<file path="src/rtl/cpu_defs.sv">
// Shared CPU definitions for the write-back slice.
// - ld_type_e : 3-bit load-type codes carried down the pipe (LT_NONE for non-loads)
// - BE_*      : register-file byte-enable constants
// - ws_payload_t : instruction fields latched by the write-back stage
// - be_mask() : expands a 4-bit byte enable into a 32-bit lane mask
package cpu_defs;

  typedef enum logic [2:0] {
    LT_NONE = 3'd0,
    LT_LB   = 3'd1,
    LT_LBU  = 3'd2,
    LT_LH   = 3'd3,
    LT_LHU  = 3'd4,
    LT_LW   = 3'd5,
    LT_LWL  = 3'd6,
    LT_LWR  = 3'd7
  } ld_type_e;

  localparam logic [3:0] BE_NONE = 4'b0000;
  localparam logic [3:0] BE_ALL  = 4'b1111;

  typedef struct packed {
    logic [31:0] pc;
    logic        gr_we;
    logic [4:0]  dest;
    logic [2:0]  ld_type;
    logic [1:0]  addr_lo;
    logic [31:0] result;
    logic [31:0] rdata;
    logic [31:0] rt_old;
  } ws_payload_t;

  function automatic logic [31:0] be_mask(input logic [3:0] be);
    return {{8{be[3]}}, {8{be[2]}}, {8{be[1]}}, {8{be[0]}}};
  endfunction

endpackage

</file>
<file path="src/rtl/load_align.sv">
// Combinational load alignment: turns a load type, the low address bits and
// the raw memory word into register-file byte enables and lane-positioned data.
// - ld_type : load-type code (cpu_defs::ld_type_e)
// - addr_lo : data address [1:0]
// - rdata   : raw aligned memory word
// - result  : ALU result, used for non-loads
// - be      : byte enables for the destination register
// - data    : write data; lanes outside be are 0
module load_align
  import cpu_defs::*;
(
  input  logic [2:0]  ld_type,
  input  logic [1:0]  addr_lo,
  input  logic [31:0] rdata,
  input  logic [31:0] result,
  output logic [3:0]  be,
  output logic [31:0] data
);

  logic [7:0]  byte_k;
  logic [15:0] half_k;

  assign byte_k = rdata[{addr_lo, 3'b000} +: 8];
  assign half_k = rdata[{addr_lo[1], 4'b0000} +: 16];

  // NOTE: every output gets a default first so no path through the case infers a latch.
  always_comb begin
    be   = BE_ALL;
    data = '0;
    unique case (ld_type_e'(ld_type))
      LT_NONE: data = result;
      LT_LW:   data = rdata;
      LT_LB:   data = {{24{byte_k[7]}}, byte_k};
      LT_LBU:  data = {24'b0, byte_k};
      LT_LH:   data = {{16{half_k[15]}}, half_k};
      LT_LHU:  data = {16'b0, half_k};
      // LWL: the low k+1 memory bytes land in the top lanes of rt.
      LT_LWL: begin
        data = rdata << {~addr_lo, 3'b000};
        be   = BE_ALL << ~addr_lo;
      end
      // LWR: the high 4-k memory bytes land in the bottom lanes of rt.
      LT_LWR: begin
        data = rdata >> {addr_lo, 3'b000};
        be   = BE_ALL >> addr_lo;
      end
      default: data = result;
    endcase
  end

endmodule

</file>
<file path="src/rtl/wb_stage.sv">
// Write-back pipeline stage: sole producer of register-file writes.
// Latches one instruction from the memory stage, aligns/extends load data and
// issues a byte-enable write so LWL/LWR merge without read-modify-write.
// Ports:
// - clk, reset              : clock, synchronous active-high reset
// - ms_to_ws_valid / ws_allowin : handshake with the memory stage
// - ms_*                    : instruction payload from the memory stage
// - ws_stall, ws_flush      : hold current instruction / drop it (exception, eret)
// - rf_we/rf_waddr/rf_wdata : register-file write port (byte enables)
// - ws_fwd_*                : bypass entry for the ID stage (ignores stall)
// - debug_wb_*              : NSCSCC trace; wdata is the merged full word
module wb_stage
  import cpu_defs::*;
(
  input  logic        clk,
  input  logic        reset,
  input  logic        ms_to_ws_valid,
  output logic        ws_allowin,
  input  logic [31:0] ms_pc,
  input  logic        ms_gr_we,
  input  logic [4:0]  ms_dest,
  input  logic [2:0]  ms_ld_type,
  input  logic [1:0]  ms_addr_lo,
  input  logic [31:0] ms_result,
  input  logic [31:0] ms_rdata,
  input  logic [31:0] ms_rt_old,
  input  logic        ws_stall,
  input  logic        ws_flush,
  output logic [3:0]  rf_we,
  output logic [4:0]  rf_waddr,
  output logic [31:0] rf_wdata,
  output logic        ws_fwd_valid,
  output logic [4:0]  ws_fwd_addr,
  output logic [3:0]  ws_fwd_be,
  output logic [31:0] ws_fwd_data,
  output logic [31:0] debug_wb_pc,
  output logic [3:0]  debug_wb_rf_wen,
  output logic [4:0]  debug_wb_rf_wnum,
  output logic [31:0] debug_wb_rf_wdata
);

  logic        ws_valid;
  ws_payload_t pl;
  logic        ws_ready_go;
  logic        writes_gpr;
  logic        fire;
  logic [3:0]  al_be;
  logic [31:0] al_data;
  logic [31:0] al_mask;

  assign ws_ready_go = !ws_stall;
  assign ws_allowin  = !ws_valid || ws_ready_go;

  // NOTE: sequential state uses non-blocking assignments only. The payload is
  // reset too (not just ws_valid) so every output, including trace and bypass
  // fields, reads 0 out of reset.
  always_ff @(posedge clk) begin
    if (reset) begin
      ws_valid <= 1'b0;
      pl       <= '0;
    end else begin
      if (ws_flush)
        ws_valid <= 1'b0;
      else if (ws_allowin)
        ws_valid <= ms_to_ws_valid;

      if (!ws_flush && ws_allowin && ms_to_ws_valid) begin
        pl.pc      <= ms_pc;
        pl.gr_we   <= ms_gr_we;
        pl.dest    <= ms_dest;
        pl.ld_type <= ms_ld_type;
        pl.addr_lo <= ms_addr_lo;
        pl.result  <= ms_result;
        pl.rdata   <= ms_rdata;
        pl.rt_old  <= ms_rt_old;
      end
    end
  end

  load_align u_load_align (
    .ld_type (pl.ld_type),
    .addr_lo (pl.addr_lo),
    .rdata   (pl.rdata),
    .result  (pl.result),
    .be      (al_be),
    .data    (al_data)
  );

  // $0 is never written; the bypass stays visible while stalled so ID can
  // still pick up the pending value.
  assign writes_gpr = ws_valid && pl.gr_we && (pl.dest != 5'd0);
  assign fire       = writes_gpr && ws_ready_go;
  assign al_mask    = be_mask(al_be);

  assign rf_we    = fire ? al_be : BE_NONE;
  assign rf_waddr = pl.dest;
  assign rf_wdata = al_data;

  assign ws_fwd_valid = writes_gpr;
  assign ws_fwd_addr  = writes_gpr ? pl.dest : 5'd0;
  assign ws_fwd_be    = writes_gpr ? al_be   : BE_NONE;
  assign ws_fwd_data  = writes_gpr ? al_data : 32'd0;

  assign debug_wb_pc       = pl.pc;
  assign debug_wb_rf_wen   = rf_we;
  assign debug_wb_rf_wnum  = pl.dest;
  assign debug_wb_rf_wdata = (pl.rt_old & ~al_mask) | (al_data & al_mask);

endmodule

</file>
<file path="config.mk">
export PLATFORM = sky130hd
export DESIGN_NAME = wb_stage
export DESIGN_NICKNAME = d
export VERILOG_FILES = /design/src/rtl/cpu_defs.sv /design/src/rtl/load_align.sv /design/src/rtl/wb_stage.sv
export SDC_FILE = /design/constraint.sdc
export NUM_CORES = 1
export LEC_CHECK = 0
export CAP_MARGIN = 20
export CORE_ASPECT_RATIO = 0.8
export CORE_UTILIZATION = 29
export CTS_BUF_LIST = sky130_fd_sc_hd__clkbuf_4 sky130_fd_sc_hd__clkbuf_8
export DETAILED_ROUTE_END_ITERATION = 7
export DONT_BUFFER_PORTS = 1
export GPL_ROUTABILITY_DRIVEN = 0
export GPL_TIMING_DRIVEN = 0
export SLEW_MARGIN = 10
export SYNTH_ARGS = -nofsm -noshare
export SYNTH_HDL_FRONTEND = slang
export SYNTH_SLANG_ARGS = --single-unit
export TNS_END_PERCENT = 30
</file>
<file path="constraint.sdc">
create_clock -name clk -period 2.1 [get_ports clk]
set_clock_uncertainty 0.2 [all_clocks]
set_input_delay 0.105 -clock clk [delete_from_list [all_inputs] [get_ports clk]]
set_output_delay 0.105 -clock clk [all_outputs]
set_load 0.01 [all_outputs]
</file>
Yosys cells after proc, flatten, opt, wreduce, memory -nomap -nowiden
Index checks and enable logic that the tools add are counted.

storage, ports and cells
  word-level logic and storage cells = 45
  input port bits = 144
  output and inout port bits = 157
  bits in registers = 140

cells by class
  shift operators = 6
  reduce and logical (&&, ||, !) cells = 12
  mux-type cells = 6
  bitwise logic cells = 5
  eq/ne operators = 7

operators by type and width
  operator               number
  $pmux W32 S8           1
  $and A32 B32 Y32       2
  $mux W32               1
  $not A32 Y32           1
  $or A32 B32 Y32        1
  $shiftx A32 B6 Y16     1
  $shiftx A32 B6 Y8      1
  $shl A32 B5 Y32        1
  $shr A32 B5 Y32        1
  $eq A3 B3 Y1 const B   4
  $mux W4                2
  $pmux W4 S2            1
  $eq A3 B2 Y1 const B   2
  $logic_and A1 B1 Y1    5
  $mux W5                1
  $reduce_bool A5 Y1     1
  $shl A4 B2 Y4 const A  1
  $shr A4 B2 Y4 const A  1
  $eq A3 B1 Y1 const B   1
  $logic_not A1 Y1       3
  $logic_not A3 Y1       1
  $not A2 Y2             1
  $reduce_or A2 Y1       1
  $logic_or A1 B1 Y1     1

Depth between registers and ports, before layout
  word-level depth = 6
  depth in mapped cells = 9
  mapped depth without buffers = 5

Modules after synthesis
From an unflattened synthesis, not the netlist that was laid out.

second synthesis, totals
  cell total of the unflattened synthesis = 1052
  area, all modules = 9412.8 µm²

by module, submodules not included
  module      times used  cells an instance  area an instance (µm²)  seq. area each (µm²)
  wb_stage    1           743                7282.0                  2802.7
  load_align  1           309                2130.8                  0.0

Worst setup path before layout
Ideal clock, no wire load.

  path type = reg2out
  start = register, netlist name pl[96]
  end = output port debug_wb_rf_wdata[15]
  required time = 1.795 ns
  cell stages (with the launch flop) = 6
  buffers on the path = 0
  arrival = 1.820 ns
  setup slack = -0.025 ns
  cell sequence = dfxtp_1 > mux4_2 > o21ai_4 > inv_2 > o32a_1 > a21o_1

on the way
  elaborated cells on any way between the ends = 12
  those cells by class = shift: 5; mux: 2; bitwise: 5

RTL lines
  item                                                                       RTL line          source
  parallel branches: the longest is 2 deep, another holds $shiftx A32 B6 Y8  -
  $pmux W32 S8 *                                                             load_align.sv:30  unique case (ld_type_e'(ld_type))
  via rf_wdata[15]                                                           wb_stage.sv:31    output logic [31:0] rf_wdata,
  $and A32 B32 Y32 *                                                         wb_stage.sv:107   assign debug_wb_rf_wdata = (pl.rt_old & ~al_mask) | (al_data & al_mask);
  $or A32 B32 Y32 *                                                          wb_stage.sv:107
  end, declared                                                              wb_stage.sv:39    output logic [31:0] debug_wb_rf_wdata

Mark *: on every way through the listed nets, which the timed path passes.

Final worst setup path
  start = register, netlist name pl[96]
  end = output port debug_wb_rf_wdata[15]

on the way
  elaborated cells on any way between the ends = 12
  those cells by class = shift: 5; mux: 2; bitwise: 5

RTL lines
  item                                                                       RTL line
  parallel branches: the longest is 2 deep, another holds $shiftx A32 B6 Y8  -
  $pmux W32 S8 *                                                             load_align.sv:30
  via rf_wdata[15]                                                           wb_stage.sv:31
  $and A32 B32 Y32 *                                                         wb_stage.sv:107
  $or A32 B32 Y32 *                                                          wb_stage.sv:107

Marks and branches as above.

==> flow_summary.ini <==
[outcome]
outcome = finished, violations left
violations = setup timing

[setup_path]
cp_cell_sequence = mux4_2 -> o21ai_4 -> inv_4 -> o32a_4 -> a21o_1
crit_start = pl[96]$_SDFFE_PP0P_
cp_top_family = compound AO/OA/AOI/OAI gates
crit_type = reg -> out
critPathRequiredTime_ns = 1.79
end_kind = output port
r2r_slack_ns = -0.04
cp-endpoint = debug_wb_rf_wdata[15]
crit_buf_inv = 1
path_depth = 5
slowest_stage = mux4_2
reg2reg_depth = 7
crit_fanout = 5
worstReg2RegEnd = pl[39]$_SDFFE_PP0P_
arrival_ns = 2.39
setup.worst_path.start_class = flop
cpPeakStageDelay_ns = 0.57
reg2reg_from = ws_valid$_SDFFE_PP0N_

[logic_synthesis]
ys_ff_latch = 140
synthCells = 1049
async_flop_share_pct = 0
syn_nets = 1193
yosys_warnings = 0
yosysSeqAreaShare_pct = 36.3
synthFlopType = dfxtp_1
syn_area_per_cell_um2 = 7.37
synth_area_um2 = 7730
synth_cell_types = 50
synth_edf_count = 0

[die]
row_count = 53
dieWidth_um = 185
fp.dieH_um = 148
coreArea_um2 = 26200
initial_core_util_pct = 29.5
dieArea_um2 = 27300
io_pins = 301

[clocking]
insertion_delay_ns = 0.46
cts.sinks = 140
cts_root_buf = clkbuf_8
cts_htree_levels = 4
clk_pin_slew_worst_paths_ns = 0.08
cts_buffer_depth = 2
cts_made_buffers = 17
cts_tree = built

[global_route]
grtUsageMet1_pct = 31.3
grtUsageMet2_pct = 37.5
grt_max_degree = 17
gr-usage-all-layers_pct = 23.9
grt_pass1_wl_um = 48700
busiest_layer = met2
grt_pass1_vias = 8323
antenna_found_initial = 0
grt.met3_usage_pct = 6.41
grt-ovfl-total = 0

[final_layout]
final_cell_area_um2 = 11900
drive_gt1_share_pct = 30.5
areaGrowthSynthToFinish_pct = 53.6
final_nets = 1407
antennaDiodeCount = 0

[timing]
relSlewSlack_pct = 40.6
setup-violations-final = 118
finalHoldViolations = 0
drv_slew = 0
max_freq_mhz = 372
rsz0062_at_grt = true
period_minus_slack_ns = 2.69
layout_setup_ws_ns = -0.590
worstMarginPinSlew_ns = 0.891
min_period_over_period_pct = 128

[power_and_ir_drop]
p_total_mw = 6.86
leakage_nw = 4.40
ir_drop_uv = 366
power_density_nw_per_um2 = 578

[placement]
place_area_um2 = 8180
dp_hpwl_um = 22300
numPortBuffers = 0

[route]
drc = 0
drt.antenna.violating_nets = 0
num_vias = 8545
dr.pass1.iters = 6
drtIter0Drc = 593
drt-total-wl_um = 33700
wl_per_cell_um = 20.7
vias_per_cell = 5.24

[worst_hold_path]
hp-start = ws_stall
min_path_type = in -> out

[flow_run]
drv_cap = 0
[cell usage in the layout (no fill, tap or decap), types with 6 or more instances in the layout]
| cell type | count |
|---|---|
| clkbuf_8 | 18 |
| buf_4 | 79 |
| clkbuf_2 | 14 |
| nor2_2 | 9 |
| nand2_1 | 299 |
| nor2_1 | 37 |
| a21oi_4 | 12 |
| o211ai_1 | 9 |
| buf_12 | 9 |
| inv_2 | 8 |
| a222oi_1 | 8 |
| dfxtp_2 | 7 |
| nand2_4 | 6 |
| nand2_2 | 9 |
| a22oi_2 | 8 |
| a211oi_2 | 10 |
| a21oi_2 | 20 |
| clkbuf_1 | 25 |
| dlygate4sd3_1 | 141 |
| a21oi_1 | 148 |
| buf_6 | 26 |
| nor2_4 | 11 |
| buf_8 | 13 |
| nor3_2 | 7 |
| a21o_1 | 21 |
| buf_2 | 8 |
| mux4_2 | 8 |
| and2_4 | 22 |
| o2bb2ai_1 | 8 |
| mux2i_1 | 20 |
| dfxtp_1 | 129 |
[stage by stage]
| stage | setup WS [ns] | setup TNS, ns | std cells | utilization, % | hold WS, ns |
|---|---|---|---|---|---|
| after floorplan | 0.0136 | 0 | 1049 | - | -0.0157 |
| after global placement | -1.04 | -104.04 | 1406 | 31.2 | -0.0134 |
| after detailed placement | -0.845 | -102.73 | 1407 | 31.2 | -0.00952 |
| after CTS | -0.588 | -47.52 | 1618 | 43.6 | 0.0305 |
| after global routing | -0.640 | -60.34 | 1630 | 45.3 | 0.0437 |
| final | -0.590 | -47.37 | 1630 | 45.3 | 0.0434 |
[cells by family (layout without fill, tap and decap cells)]
family | count (synthesis) | after routing | synth area share, %
and+or+nand+nor | 445 | 445 | 24.1
AOI/OAI and AO/OA | 281 | 281 | 23.3
buffers and inverters | 144 | 368 | 9.86
DFF | 140 | 140 | 36.3
muxes | 39 | 39 | 6.49
[worst min path at each step]
stage / end / cells past startpoint
6_report: debug_wb_rf_wen[0] / 1
5_1_grt: debug_wb_rf_wen[0] / 1
4_1_cts: debug_wb_rf_wnum[2]$_SDFFE_PP0P_ / 4
3_5_place_dp: ws_valid$_SDFFE_PP0N_ / 1
3_3_place_gp: ws_valid$_SDFFE_PP0N_ / 1
2_1_floorplan: ws_valid$_SDFFE_PP0N_ / 1
[synthesized netlist by cell type (all sizes together), types with 9 or more instances]
library cell	instances	share of area [%]
clkbuf	58	2.8
a211oi	12	1.6
and2	24	1.9
a21o	21	2.0
mux2	9	1.3
nor2	57	2.8
mux2i	22	2.8
o2bb2ai	9	1.1
nand2	314	15
a22oi	9	0.87
a21oi	180	12
dfxtp	140	36
inv	12	0.58
o211ai	9	0.87
buf	73	6.4
nor3	17	1.1
[per-layer routing]
layer | wire [um] | vias up | share of wire (%)
met1 | 14700 | 4072 | 44
met3 | 2790 | 78 | 8.3
met5 | 0 | - | 0
li1 | - | 3960 | -
met4 | 1020 | 0 | 3.0
met2 | 15200 | 435 | 45
[worst reg2reg max path, stage by stage (launching register included)]
cell	delay, ns
dfxtp_1	0.37
nand2_1	0.20
and3b_1	0.19
clkbuf_1	0.23
buf_8	0.22
clkbuf_1	0.37
nand2_1	0.13
a21oi_1	0.15
[state kept, by name, summed over array words and instances (netlist names)]
register / count
pl: 102
debug_wb_pc: 32
debug_wb_rf_wnum: 5
ws_valid: 1
[repair_timing]
action,in CTS,in global routing
hold endpoints to repair,140,0
resized for setup,254,125
setup endpoints to repair,221,212
cloned,5,3
hold buffers,141,0
pin swaps,58,45
setup buffers,42,12
[where the power goes]
part | leakage [nW] | internal, mW | switching (mW)
logic | 3.07 | 0.732 | 0.956
clock network | 0.181 | 1.15 | 1.10
registers | 1.15 | 2.78 | 0.146
total | 4.40 | 4.65 | 2.20
[final cells by class]
cell class,instances,area (um2)
buffer,123,951
clock buffer,17,234
clock inverter,12,151
fill,2525,14300
inverter,13,73.8
multi-input combinational,765,5050
sequential,140,2830
tap,357,447
timing repair buffer,203,2130
No activity file was read; power rests on OpenSTA's default activity.
